===== src/rtl/rtds_frame_gen_if.sv =====
// AXI-Stream handshake bundle carrying the RTDS frame generator's TX beats.
interface rtds_frame_gen_if;
  localparam int unsigned DATA_W = 32;

  logic              tvalid;
  logic [DATA_W-1:0] tdata;
  logic              tlast;
  logic              tready;

  modport master (output tvalid, output tdata, output tlast, input tready);
  modport slave  (input tvalid, input tdata, input tlast, output tready);
endinterface


===== src/rtl/rtds_frame_gen.sv =====
// RTDS-side frame generator: fixed-length payload frames, each closed by a
// 32-bit sequence-number trailer beat carrying tlast, separated by idle gaps.
module rtds_frame_gen #(
  parameter int unsigned PAYLOAD_WORDS = 8,
  parameter int unsigned GAP_CYCLES    = 4,
  parameter logic [31:0] SEQ_INIT      = 32'h0000_0000
) (
  input  logic                   m_axis_aclk,
  input  logic                   reset,
  input  logic                   enable,
  input  logic                   start,
  rtds_frame_gen_if.master       m_axis,
  output logic                   busy,
  output logic [31:0]            seq_out,
  output logic [31:0]            frames_sent
);

  localparam int unsigned IDX_W = 8;
  localparam int unsigned GAP_W = 16;
  localparam int unsigned SEQ_W = 32;

  localparam logic [IDX_W-1:0] LAST_IDX = IDX_W'(PAYLOAD_WORDS - 1);
  localparam logic [GAP_W-1:0] GAP_LOAD = GAP_W'(GAP_CYCLES);
  localparam bit               HAS_GAP  = (GAP_CYCLES != 0);

  typedef enum logic [1:0] {
    ST_IDLE,
    ST_PAYLOAD,
    ST_TRAILER,
    ST_GAP
  } state_t;

  state_t             state_q, state_d;
  logic [IDX_W-1:0]   idx_q, idx_d;
  logic [GAP_W-1:0]   gap_q, gap_d;
  logic [SEQ_W-1:0]   seq_q, seq_d;
  logic [SEQ_W-1:0]   frames_q, frames_d;
  logic               tvalid_q, tvalid_d;
  logic [SEQ_W-1:0]   tdata_q, tdata_d;
  logic               tlast_q, tlast_d;
  logic               busy_q, busy_d;
  logic               hs_c;

  assign hs_c = tvalid_q & m_axis.tready;

  // Next-state, counters and the registered beat that goes with the next state.
  always_comb begin
    state_d  = state_q;
    idx_d    = idx_q;
    gap_d    = gap_q;
    seq_d    = seq_q;
    frames_d = frames_q;

    unique case (state_q)
      ST_IDLE: begin
        if (enable || start) begin
          state_d = ST_PAYLOAD;
          idx_d   = '0;
        end
      end
      ST_PAYLOAD: begin
        if (hs_c) begin
          idx_d = idx_q + IDX_W'(1);
          if (idx_q == LAST_IDX) state_d = ST_TRAILER;
        end
      end
      ST_TRAILER: begin
        if (hs_c) begin
          seq_d    = seq_q + SEQ_W'(1);
          frames_d = frames_q + SEQ_W'(1);
          if (HAS_GAP) begin
            state_d = ST_GAP;
            gap_d   = GAP_LOAD;
          end else if (enable) begin
            state_d = ST_PAYLOAD;
            idx_d   = '0;
          end else begin
            state_d = ST_IDLE;
          end
        end
      end
      ST_GAP: begin
        gap_d = gap_q - GAP_W'(1);
        if (gap_q == GAP_W'(1)) begin
          if (enable) begin
            state_d = ST_PAYLOAD;
            idx_d   = '0;
          end else begin
            state_d = ST_IDLE;
          end
        end
      end
      default: state_d = ST_IDLE;
    endcase

    // Beat contents only change when a new beat is presented, so data holds while stalled.
    tvalid_d = (state_d == ST_PAYLOAD) || (state_d == ST_TRAILER);
    tlast_d  = (state_d == ST_TRAILER);
    busy_d   = (state_d != ST_IDLE);
    tdata_d  = tdata_q;
    if (state_d == ST_PAYLOAD)      tdata_d = {seq_d[23:0], idx_d};
    else if (state_d == ST_TRAILER) tdata_d = seq_d;
  end

  always_ff @(posedge m_axis_aclk) begin
    if (reset) begin
      state_q  <= ST_IDLE;
      idx_q    <= '0;
      gap_q    <= '0;
      seq_q    <= SEQ_INIT;
      frames_q <= '0;
      tvalid_q <= 1'b0;
      tdata_q  <= '0;
      tlast_q  <= 1'b0;
      busy_q   <= 1'b0;
    end else begin
      state_q  <= state_d;
      idx_q    <= idx_d;
      gap_q    <= gap_d;
      seq_q    <= seq_d;
      frames_q <= frames_d;
      tvalid_q <= tvalid_d;
      tdata_q  <= tdata_d;
      tlast_q  <= tlast_d;
      busy_q   <= busy_d;
    end
  end

  assign m_axis.tvalid = tvalid_q;
  assign m_axis.tdata  = tdata_q;
  assign m_axis.tlast  = tlast_q;
  assign busy          = busy_q;
  assign seq_out       = seq_q;
  assign frames_sent   = frames_q;

endmodule


===== src/flat_wrapper.sv =====
// flat-port wrapper written by rule: the top's interface ports become plain ports
module rtds_frame_gen_flat 
#(
  parameter int unsigned PAYLOAD_WORDS = 8,
  parameter int unsigned GAP_CYCLES    = 4,
  parameter logic [31:0] SEQ_INIT      = 32'h0000_0000
)
  (m_axis_aclk, reset, enable, start, busy, seq_out, frames_sent, m_axis_tvalid, m_axis_tdata, m_axis_tlast, m_axis_tready);
  rtds_frame_gen_if m_axis_i ();
  input  logic m_axis_aclk;
  input  logic reset;
  input  logic enable;
  input  logic start;
  output logic busy;
  output logic [31:0] seq_out;
  output logic [31:0] frames_sent;
  output wire logic [$bits(m_axis_i.tvalid)-1:0] m_axis_tvalid;
  output wire logic [$bits(m_axis_i.tdata)-1:0] m_axis_tdata;
  output wire logic [$bits(m_axis_i.tlast)-1:0] m_axis_tlast;
  input wire logic [$bits(m_axis_i.tready)-1:0] m_axis_tready;
  assign m_axis_tvalid = m_axis_i.tvalid;
  assign m_axis_tdata = m_axis_i.tdata;
  assign m_axis_tlast = m_axis_i.tlast;
  assign m_axis_i.tready = m_axis_tready;
  rtds_frame_gen #(.PAYLOAD_WORDS(PAYLOAD_WORDS), .GAP_CYCLES(GAP_CYCLES), .SEQ_INIT(SEQ_INIT)) u_core (.m_axis_aclk(m_axis_aclk), .reset(reset), .enable(enable), .start(start), .m_axis(m_axis_i), .busy(busy), .seq_out(seq_out), .frames_sent(frames_sent));
endmodule

===== config.mk =====
export PLATFORM = sky130hd
export DESIGN_NAME = rtds_frame_gen_flat
export DESIGN_NICKNAME = d
export VERILOG_FILES = /design/src/rtl/rtds_frame_gen_if.sv /design/src/rtl/rtds_frame_gen.sv /design/src/flat_wrapper.sv
export SDC_FILE = /design/constraint.sdc
export NUM_CORES = 1
export LEC_CHECK = 0
export ABC_AREA = 1
export CORE_ASPECT_RATIO = 1.75
export CORE_MARGIN = 10
export CORE_UTILIZATION = 40
export CTS_CLUSTER_SIZE = 28
export DETAILED_ROUTE_END_ITERATION = 7
export PLACE_DENSITY = 0.68
export SYNTH_ARGS = -nofsm -noshare
export SYNTH_HDL_FRONTEND = slang
export SYNTH_SLANG_ARGS = --single-unit

===== constraint.sdc =====
create_clock -name m_axis_aclk -period 7.1 [get_ports m_axis_aclk]
set_input_delay 2.13 -clock m_axis_aclk [delete_from_list [all_inputs] [get_ports m_axis_aclk]]
set_output_delay 2.13 -clock m_axis_aclk [all_outputs]
set_load 0.05 [all_outputs]

# Yosys cells after proc, flatten, opt, wreduce, memory -nomap -nowiden
# Cells that the tools add are included.
word_totals:
  elab_cells: 48
  ff_bits: 125
  input_bits: 5
  output_inout_bits: 99
op_classes:
  bitwise: 1
  muxes: 18
  n_eq_ne: 8
  reduce_logical: 8
  add_sub_neg: 4
ops:
  columns: ["cell", "count"]
  rows:
  - ["32-bit two-way mux", 4]
  - ["32-bit by 1-bit adder with 32-bit output, second input constant", 2]
  - ["8-bit two-way mux", 4]
  - ["16-bit one-hot mux with 2 select lines", 1]
  - ["8-bit one-hot mux with 4 select lines", 1]
  - ["16-bit by 1-bit == test with 1-bit output, second input constant", 1]
  - ["16-bit two-way mux", 1]
  - ["16-bit by 1-bit subtractor with 16-bit output, second input constant", 1]
  - ["2-bit two-way mux", 5]
  - ["8-bit by 1-bit adder with 8-bit output, second input constant", 1]
  - ["8-bit by 3-bit == test with 1-bit output, second input constant", 1]
  - ["2-bit one-hot mux with 4 select lines", 1]
  - ["2-bit == test, second input constant", 3]
  - ["2-bit nonzero test", 3]
  - ["2-bit by 1-bit == test with 1-bit output, second input constant", 2]
  - ["2-bit AND reduction", 2]
  - ["2-bit zero test", 1]
  - ["1-bit logical OR", 2]
  - ["2-bit by 1-bit != test with 1-bit output, second input constant", 1]
  - ["1-bit AND", 1]
  - ["1-bit two-way mux", 1]

# Depth between registers and ports, before layout
# Gate-level depths: netlist of the first run.
depth:
  depth_word: 7
  depth_mapped: 18
  depth_no_buf: 17

# Worst setup path after synthesis of the first run
# OpenSTA, ideal clock, no wires.
synth_path:
  kind: "in2reg"
  start: "input m_axis_tready"
  end: "register u_core.tdata_q[31], in the netlist u_core.m_axis.tdata[31]"
  n_path_buf: 2
  path_slack_ns: 3.032
  setup_time_ns: 0.132
  path_stages: 16
  t_arrival_ns: 3.935
  t_required_ns: 6.968
  cell_sequence: "nand2_2 > inv_1 > nand3_1 > nor4_1 > nor2_1 > inv_1 > nand3_1 > nand2_1 > inv_1 > ha_1 > clkbuf_1 > inv_1 > clkbuf_1 > nand3_1 > nand3_1 > a21oi_1"
synth_between:
  elab_chain_cells: 5
  elab_cells_between_ends: 11
  cone_classes: "eq/ne: 2; mux: 7; bitwise: 1; reduce/logical: 1"
synth_lines:
  columns: ["item", "line", "source"]
  rows:
  - ["from (decl)", "flat_wrapper.sv:20", "input wire logic [$bits(m_axis_i.tready)-1:0] m_axis_tready;"]
  - ["1-bit AND (*)", "rtds_frame_gen.sv:44", "assign hs_c = tvalid_q & m_axis.tready;"]
  - ["2-bit two-way mux (on tied branches)", "rtds_frame_gen.sv:68, rtds_frame_gen.sv:62", null]
  - ["2-bit one-hot mux with 4 select lines (*)", "rtds_frame_gen.sv:54", "unique case (state_q)"]
  - ["named net u_core.state_d[0]", "rtds_frame_gen.sv:33", "state_t state_q, state_d;"]
  - ["2-bit by 1-bit == test with 1-bit output / 2-bit == test (equally long branches)", "rtds_frame_gen.sv:101, rtds_frame_gen.sv:102", null]
  - ["32-bit two-way mux / 2-bit nonzero test (equally long branches)", null, null]
  - ["to (signal assigned)", "rtds_frame_gen.sv:123", "tdata_q <= tdata_d;"]
  - ["to (decl)", "rtds_frame_gen.sv:39", "logic [SEQ_W-1:0] tdata_q, tdata_d;"]
# Mark *: on every way through the listed nets, which the timed path passes. The rest lies on a longest branch. The select of a mux whose other input is x is not followed.
# A chain may end at the register's enable or synchronous reset.

# Worst setup path in the final report of the first run
layout_path:
  start: "input m_axis_tready"
  end: "register u_core.tdata_q[1], in the netlist u_core.m_axis.tdata[1]"
layout_between:
  elab_chain_cells: 5
  elab_cells_between_ends: 13
  cone_classes: "eq/ne: 2; mux: 9; bitwise: 1; reduce/logical: 1"
layout_lines:
  columns: ["item", "line", "source"]
  rows:
  - ["1-bit AND (*)", "rtds_frame_gen.sv:44", null]
  - ["2-bit two-way mux, or another cell as far along", "rtds_frame_gen.sv:68", "if (hs_c) begin"]
  - ["2-bit one-hot mux with 4 select lines / 32-bit two-way mux (equally long branches)", "rtds_frame_gen.sv:54", null]
  - ["2-bit by 1-bit == test with 1-bit output, or another cell as far along", "rtds_frame_gen.sv:101", "if (state_d == ST_PAYLOAD) tdata_d = {seq_d[23:0], idx_d};"]
  - ["32-bit two-way mux / 2-bit nonzero test (equally long branches)", null, null]
# Mark *: on every way between the ends. The rest lies on a longest branch, timed or not. The select of a mux whose other input is x is not followed.

==> results by group, run 1 <==
Logic synthesis
  – Warning count from the yosys run: 0
  – Post-synth top flop: dfxtp_1
  – Share of the yosys chip area belonging to registers: 37.15%
  – Leading post-synthesis cells by cell area: dfxtp_1, nand2_1, inv_1
  – Dominant cell type by area after synthesis: dfxtp_1
  – Distinct cell type count of the synthesized netlist: 36
  – Count leader, synth: nand2_1
  – Number of nets in the synthesized netlist: 1051
  – Cell area after synthesis: 6735 um^2
  – Post-synthesis async set-or-reset flop share: 0%
  – Number of flops mapped to enable cells by yosys: 0
  – Most frequent cells after synthesis: nand2_1, dfxtp_1, inv_1, nor2_1, a21oi_1
  – Avg Cell Area, Syn: 6.495 um^2
  – Yosys top cell area share: 37.15%
  – Number of register bits inferred by synthesis: 125
  – Instance count of the mapped netlist: 1037

Floorplanning
  – Number of core rows: 62
  – Area of the core: 16450 um^2
  – Count of pins on the block boundary: 104
  – Initial standard-cell utilization of the core: 40.95%
  – Height of the die: 191.7 um
  – DIE AREA: 22630 um^2
  – Horizontal die dimension: 118.1 um

Worst setup path
  – Critical path type: input port to flip-flop
  – CP endpoint kind: flip-flop
  – Required time worst endpoint: 7440 ps
  – Series of cell instances along the critical path: clkdlybuf4s50_1, nand2_2, inv_1, nand3_1, nor4_1, nor2_1, inv_1, o21ai_0, ha_1, buf_4, inv_1, buf_4, nand2_1, a21oi_1
  – CP startpoint kind: input port
  – Crit Reg-Reg Endpoint: u_core.m_axis.tdata[1]
  – Critical path arrival: 5390 ps
  – R2R Setup Slk: 3570 ps
  – Critical path's most frequent cell: inv_1
  – Top delay family on crit path: buffers and inverters
  – FF-to-FF path depth: 11
  – Cell with the largest stage delay on the worst path: inv_1
  – Worst-path fanout max: 31
  – Max stage delay on crit path: 770 ps
  – Startpoint of the worst-slack reg-to-reg timing path: u_core.state_q[1]
  – Sum of buffers and inverters on the critical path: 6

Clock network
  – Number of buffers inserted for hold repair after clock tree synthesis: 0
  – Source-to-sink clock delay at the later pin of the worst-skew pair: 420 ps
  – Maximum level of the CTS H-tree: 4
  – CTS tree: built
  – Clk sinks: 125
  – Clock transition time at the flip-flop clock pins of the worst setup and hold paths: 60 ps
  – Post-CTS repair timing setup buffer count: 0
  – Buffers from clock root to sink, at most: 2
  – Number of buffers added by the clock tree synthesis step: 17
  – Clock root buffer: clkbuf_16
  – Resized Gates After CTS: 0

GRT
  – Number of global-route vias before repair: 6981
  – Global-route wire length before repair: 33950 um
  – All-layer global routing usage: 18.41%
  – Overflow left after global routing: 0
  – Antenna violations before repair: 0
  – Largest net degree at the start of global routing: 54

STA
  – Post-Route Hold Slack: 463.1 ps
  – Max-slew violation count: 0
  – Final number of setup-violating endpoints: 0
  – Min Clock Period, post-route: 5049 ps
  – Highest Clock Rate: 198.1 MHz
  – Period utilization: 71.11%
  – Final worst clock skew: 9.933 ps
  – Setup TNS after final layout: 0 ps
  – Transition time at the pin with the least slew margin: 1027 ps
  – RSZ-0062 raised after global routing: false
  – Final hold violations: 0
  – Max-slew headroom at the worst pin: 31.43%

Layout
  – Number of nets in the layout: 1147
  – Fill cell total of the finished layout: 1666
  – Fraction of layout instances using a drive strength above 1: 6.021%
  – Storage cell area: 2502 um^2
  – Area occupied by multi-input gates: 3622 um^2
  – Area delta synth->final: 26.62%
  – Core occupancy in the finished layout: 51.86%
  – Diode insertion count for antenna repair: 0

Drt
  – Routed length per placed instance: 15.13 um
  – Initial DRC Count: 382
  – Post-route antenna net violation count: 0
  – Number of iterations in the first detailed-routing pass: 4
  – Drt total wl: 20730 um
  – Vias per inst: 5.134
  – Vias: 7034
  – Count of unresolved DRC violations after routing: 0

Run
  – Max-cap viol count: 0

Power
  – Internal power summed over all cells: 1233 uW
  – Ratio of total power to cell area: 195.5 nW/um^2
  – Overall power of the completed layout: 1667 uW
  – Combinational share of power: 6.0%
  – Sequential group share of total power: 42.8%
  – Net switching power: 434.5 uW
  – Share of power burned in the clock network: 51.2%
  – Worst vdd rail ir drop: 0.0001469 V
  – Switching share of power: 26.06%
  – Leakage power summed over all cells: 0.003268 uW

Worst hold path
  – Worst hold path depth: 1
  – End point of the most critical hold path: u_core.gap_q[5]
  – Hold wc startpoint: u_core.gap_q[5]
  – Min-delay worst type: flip-flop to flip-flop

Placement
  – Total half-perimeter wirelength after legalization and detailed placement: 15780 um
  – Weighted congestion reported at the end of routability-driven placement: 0.9376
  – Number of input and output port buffers inserted: 103

Run status
  – Outcome: complete, no violations
==> how the worst max path moves through the flow <==
| stage | startpoint | to | slack (ps) | depth (start not counted) |
|---|---|---|---|---|
| final | m_axis_tready | u_core.m_axis.tdata[1] | 2050 | 14 |
| after global routing | m_axis_tready | u_core.m_axis.tdata[12] | 1740 | 14 |
| after CTS | m_axis_tready | u_core.m_axis.tdata[1] | 2070 | 14 |
| after detailed placement | m_axis_tready | u_core.m_axis.tdata[1] | 1660 | 14 |
| after global placement | m_axis_tready | u_core.m_axis.tdata[10] | 1750 | 14 |
| after floorplan | m_axis_tready | u_core.m_axis.tdata[31] | 3030 | 16 |
==> per-stage QoR <==
step / std cells / area (um^2) / setup WS [ps]
after floorplan: 1037 / 6735 / 3032
after global placement: 1338 / 7953 / 1750
after CTS: 1370 / 8528 / 2068
after global routing: 1370 / 8528 / 1735
final: 1370 / 8528 / 2051
after detailed placement: 1338 / 7953 / 1659
==> power by group through the flow <==
stage               Combinational (uW)  Clock, uW  Sequential, uW
finish                            99.9        853             714
floorplan                         43.5          0             754
CTS                                100        865             714
detailed placement                99.7          0             730
global placement                  99.2          0             730
global route                       108        900             715
==> flip-flops by register name, indices dropped and copies added (netlist names) <==
register / flops
u_core.m_axis.tdata: 32
u_core.gap_q: 16
u_core.m_axis.tvalid: 1
u_core.m_axis.tlast: 1
u_core.idx_q: 8
u_core.busy: 1
u_core.seq_out: 32
u_core.state_q: 2
u_core.frames_sent: 32
==> area by class of cell <==
| class | instances | area share [%] |
|---|---|---|
| clock buffers | 17 | 4.988 |
| clock inverters | 15 | 1.761 |
| inverters | 129 | 5.678 |
| multi-input cells | 752 | 42.47 |
| flip-flops and latches | 125 | 29.34 |
| well taps | 224 | 3.286 |
| repair buffers | 108 | 12.47 |
==> logic make-up after synthesis <==
group | synth area share (%)
AO/OA/AOI/OAI | 10.42
XOR/XNOR | 3.641
flip-flops | 37.15
buffers and inverters | 9.066
adder cells (fa/ha/maj) | 1.672
AND/OR/NAND/NOR | 38.05
==> routing by layer <==
layer | up-vias | wire [um] | share of wire (%) | track usage (%)
li1 | 3550 | - | - | -
met4 | 0 | 1262 | 6.1 | 13.09
met3 | 71 | 912 | 4.4 | 4.028
met1 | 3203 | 7763 | 37 | 18.01
met2 | 210 | 10800 | 52 | 33.65
met5 | - | 0 | 0 | 0
==> cell usage in the layout (no fill, tap or decap), types with 3 or more instances in the layout <==
cell / instances
nand3_1: 87
nand3b_1: 6
nand4_1: 31
dfxtp_1: 125
xor2_1: 18
clkbuf_16: 17
clkdlybuf4s50_1: 102
nor2_4: 5
ha_1: 9
a211oi_1: 6
inv_1: 121
inv_6: 7
and2_1: 4
o21ai_0: 32
nor2_2: 6
xnor2_1: 10
nor4_1: 3
nand2_1: 283
inv_8: 3
a21oi_1: 89
nor3_1: 29
or2_2: 3
nand2_2: 4
nor3_2: 4
buf_4: 5
inv_2: 6
nand3_2: 3
nor2_1: 109
(Power assumes the default switching activity.)
==> run 2: changes to the inputs <==
Clock period 7.1 ns to 4.85 ns, I/O delays scaled along.
==> results by group, run 2 (same netlist as run 1, synthesis figures left out) <==
Run status
  – Outcome: complete, no violations (unchanged)

Clock network
  – Number of buffers inserted for hold repair after clock tree synthesis: 0 (unchanged)
  – Number of buffers added by the clock tree synthesis step: 17 (unchanged)
  – Buffers from clock root to sink, at most: 2 (unchanged)
  – Clk sinks: 125 (unchanged)
  – Clock root buffer: clkbuf_16 (unchanged)
  – CTS tree: built (unchanged)
  – Source-to-sink clock delay at the later pin of the worst-skew pair: 430 ps (was 420 ps)
  – Post-CTS repair timing setup buffer count: 0 (unchanged)
  – Clock transition time at the flip-flop clock pins of the worst setup and hold paths: 60 ps (about the same)
  – Maximum level of the CTS H-tree: 4 (unchanged)
  – Resized Gates After CTS: 0 (unchanged)

STA
  – Final worst clock skew: 12.12 ps (was 9.933 ps)
  – Min Clock Period, post-route: 4070 ps
  – Period utilization: 83.92%
  – Transition time at the pin with the least slew margin: 1033 ps (was 1027 ps)
  – RSZ-0062 raised after global routing: false (unchanged)
  – Max-slew violation count: 0 (unchanged)
  – Setup TNS after final layout: 0 ps (unchanged)
  – Highest Clock Rate: 245.7 MHz
  – Final number of setup-violating endpoints: 0 (unchanged)
  – Final hold violations: 0 (unchanged)
  – Post-Route Hold Slack: 463.4 ps (was 463.1 ps)
  – Max-slew headroom at the worst pin: 31.16% (was 31.43%)

Placement
  – Weighted congestion reported at the end of routability-driven placement: 0.9362 (was 0.9376)
  – Total half-perimeter wirelength after legalization and detailed placement: 15780 um (about the same)
  – Number of input and output port buffers inserted: 103 (unchanged)

GRT
  – M1 GR Usage: 17.29% (was 18.01%)
  – Overflow left after global routing: 0 (unchanged)
  – Number of global-route vias before repair: 6905 (was 6981)
  – Largest net degree at the start of global routing: 96 (was 54)
  – All-layer global routing usage: 18.48% (was 18.41%)
  – Antenna violations before repair: 0 (unchanged)
  – Met3 track demand over resource in global routing: 3.264% (was 4.028%)
  – GRT met2 Usage: 35.27% (was 33.65%)
  – Most congested layer reported by global routing: met2 (unchanged)
  – Global-route wire length before repair: 33910 um (was 33950 um)

Layout
  – Fraction of layout instances using a drive strength above 1: 6.098% (was 6.021%)
  – Diode insertion count for antenna repair: 0 (unchanged)
  – Most common library cell in the layout ignoring fill and taps: nand2_1 (unchanged)
  – Area delta synth->final: 27.38% (was 26.62%)
  – Commonest cells after routing, fill and taps aside: nand2_1, dfxtp_1, inv_1 (unchanged)
  – Number of nets in the layout: 1149 (was 1147)
  – Fill cell total of the finished layout: 1677 (was 1666)
  – Storage cell area: 2502 um^2 (unchanged)
  – Area occupied by multi-input gates: 3622 um^2 (unchanged)

Floorplanning
  – DIE AREA: 22630 um^2 (unchanged)
  – Count of pins on the block boundary: 104 (unchanged)
  – Height of the die: 191.7 um (unchanged)
  – Horizontal die dimension: 118.1 um (unchanged)
  – Initial standard-cell utilization of the core: 40.95% (unchanged)
  – Area of the core: 16450 um^2 (unchanged)
  – Number of core rows: 62 (unchanged)

Power
  – Ratio of total power to cell area: 294.2 nW/um^2 (was 195.5 nW/um^2)
  – Leakage power summed over all cells: 0.003296 uW (was 0.003268 uW)
  – Worst vdd rail ir drop: 0.0002247 V (was 0.0001469 V)

Drt
  – Post-route antenna net violation count: 0 (unchanged)
  – Number of iterations in the first detailed-routing pass: 8 (was 4)
  – Vias: 7060 (was 7034)
  – Drt total wl: 21110 um (was 20730 um)
  – Vias per inst: 5.146 (was 5.134)
  – Routed length per placed instance: 15.38 um (was 15.13 um)
  – Count of unresolved DRC violations after routing: 0 (unchanged)
  – Initial DRC Count: 421 (was 382)

Worst hold path
  – Min-delay worst type: flip-flop to flip-flop (unchanged)

Worst setup path
  – Series of cell instances along the critical path: clkdlybuf4s50_1, nand2_2, inv_1, nand3_1, nor4_1, nor2_1, inv_1, o21ai_0, ha_1, clkinv_1, a21oi_1, o21ai_0, a21oi_1 (was clkdlybuf4s50_1, nand2_2, inv_1, nand3_1, nor4_1, nor2_1, inv_1, o21ai_0, ha_1, buf_4, inv_1, buf_4, nand2_1, a21oi_1)
  – Critical path type: input port to flip-flop (unchanged)
  – CP startpoint kind: input port (unchanged)
  – CP endpoint kind: flip-flop (unchanged)
  – Critical path arrival: 4410 ps (was 5390 ps)
  – Cell with the largest stage delay on the worst path: ha_1 (was inv_1)
  – Max stage delay on crit path: 610 ps (was 770 ps)
  – Required time worst endpoint: 5190 ps (was 7440 ps)
  – Worst-path fanout max: 18 (was 31)

Run
  – Max-cap viol count: 0 (unchanged)
[run 2: cell count changes in the layout (fill, tap and decap cells not counted), sizes merged]
cell      before  now
bufinv         1    3
clkinvlp       2    0
clkinv         4    8
inv          137  132
clkbuf        17   18
buf            6    8
[run 2: metrics by stage]
| step | power (uW) | utilization, % | worst slack [ps] | std cells | instance area, um^2 |
|---|---|---|---|---|---|
| after floorplan | 1167 | - | 1457 | 1037 | 6735 |
| after global placement | 1214 | 48.45 | 444.2 | 1340 | 7968 |
| after detailed placement | 1214 | 48.45 | 448.2 | 1340 | 7968 |
| after CTS | 2550 | 52.17 | 817.9 | 1372 | 8579 |
| after global routing | 2605 | 52.17 | 538.6 | 1372 | 8579 |
| final | 2524 | 52.17 | 779.8 | 1372 | 8579 |
[run 2: path summary, 6_finish.rpt]
check / depth (start not counted) / from / slack (ps) / end
max reg2reg: 11 / u_core.state_q[1] / 1430 / u_core.m_axis.tdata[10]
min reg2reg: 2 / u_core.m_axis.tdata[26] / 460 / u_core.m_axis.tdata[26]
min: 2 / u_core.m_axis.tdata[26] / 460 / u_core.m_axis.tdata[26]
max: 13 / m_axis_tready / 780 / u_core.m_axis.tdata[10]
[run 2: cell type report]
class,count,area share [%]
Clock buffer,18,5.002
Clock inverter,14,2.129
Inverter,129,5.644
Multi-Input combinational cell,752,42.22
Sequential cell,125,29.17
Tap cell,224,3.267
Timing Repair Buffer,110,12.57
[run 2: layer usage]
metal,up-vias,wire length [um]
met4,0,1197
met3,75,906
met2,209,11190
met5,-,0
li1,3557,-
met1,3219,7815
[run 2: worst max-delay path, delay by kind of cell]
family / cells / cell delay (ps)
adder cells (fa/ha/maj): 1 / 610
buffers and inverters: 4 / 1140
AND/OR/NAND/NOR: 4 / 410
AO/OA/AOI/OAI: 4 / 780
[run 2: where the power goes]
group | total, uW | internal, uW | switching, uW
clock network | 1330 | 819 | 514
logic | 145 | 42.5 | 103
registers | 1050 | 1040 | 6.83
total | 2520 | 1900 | 624
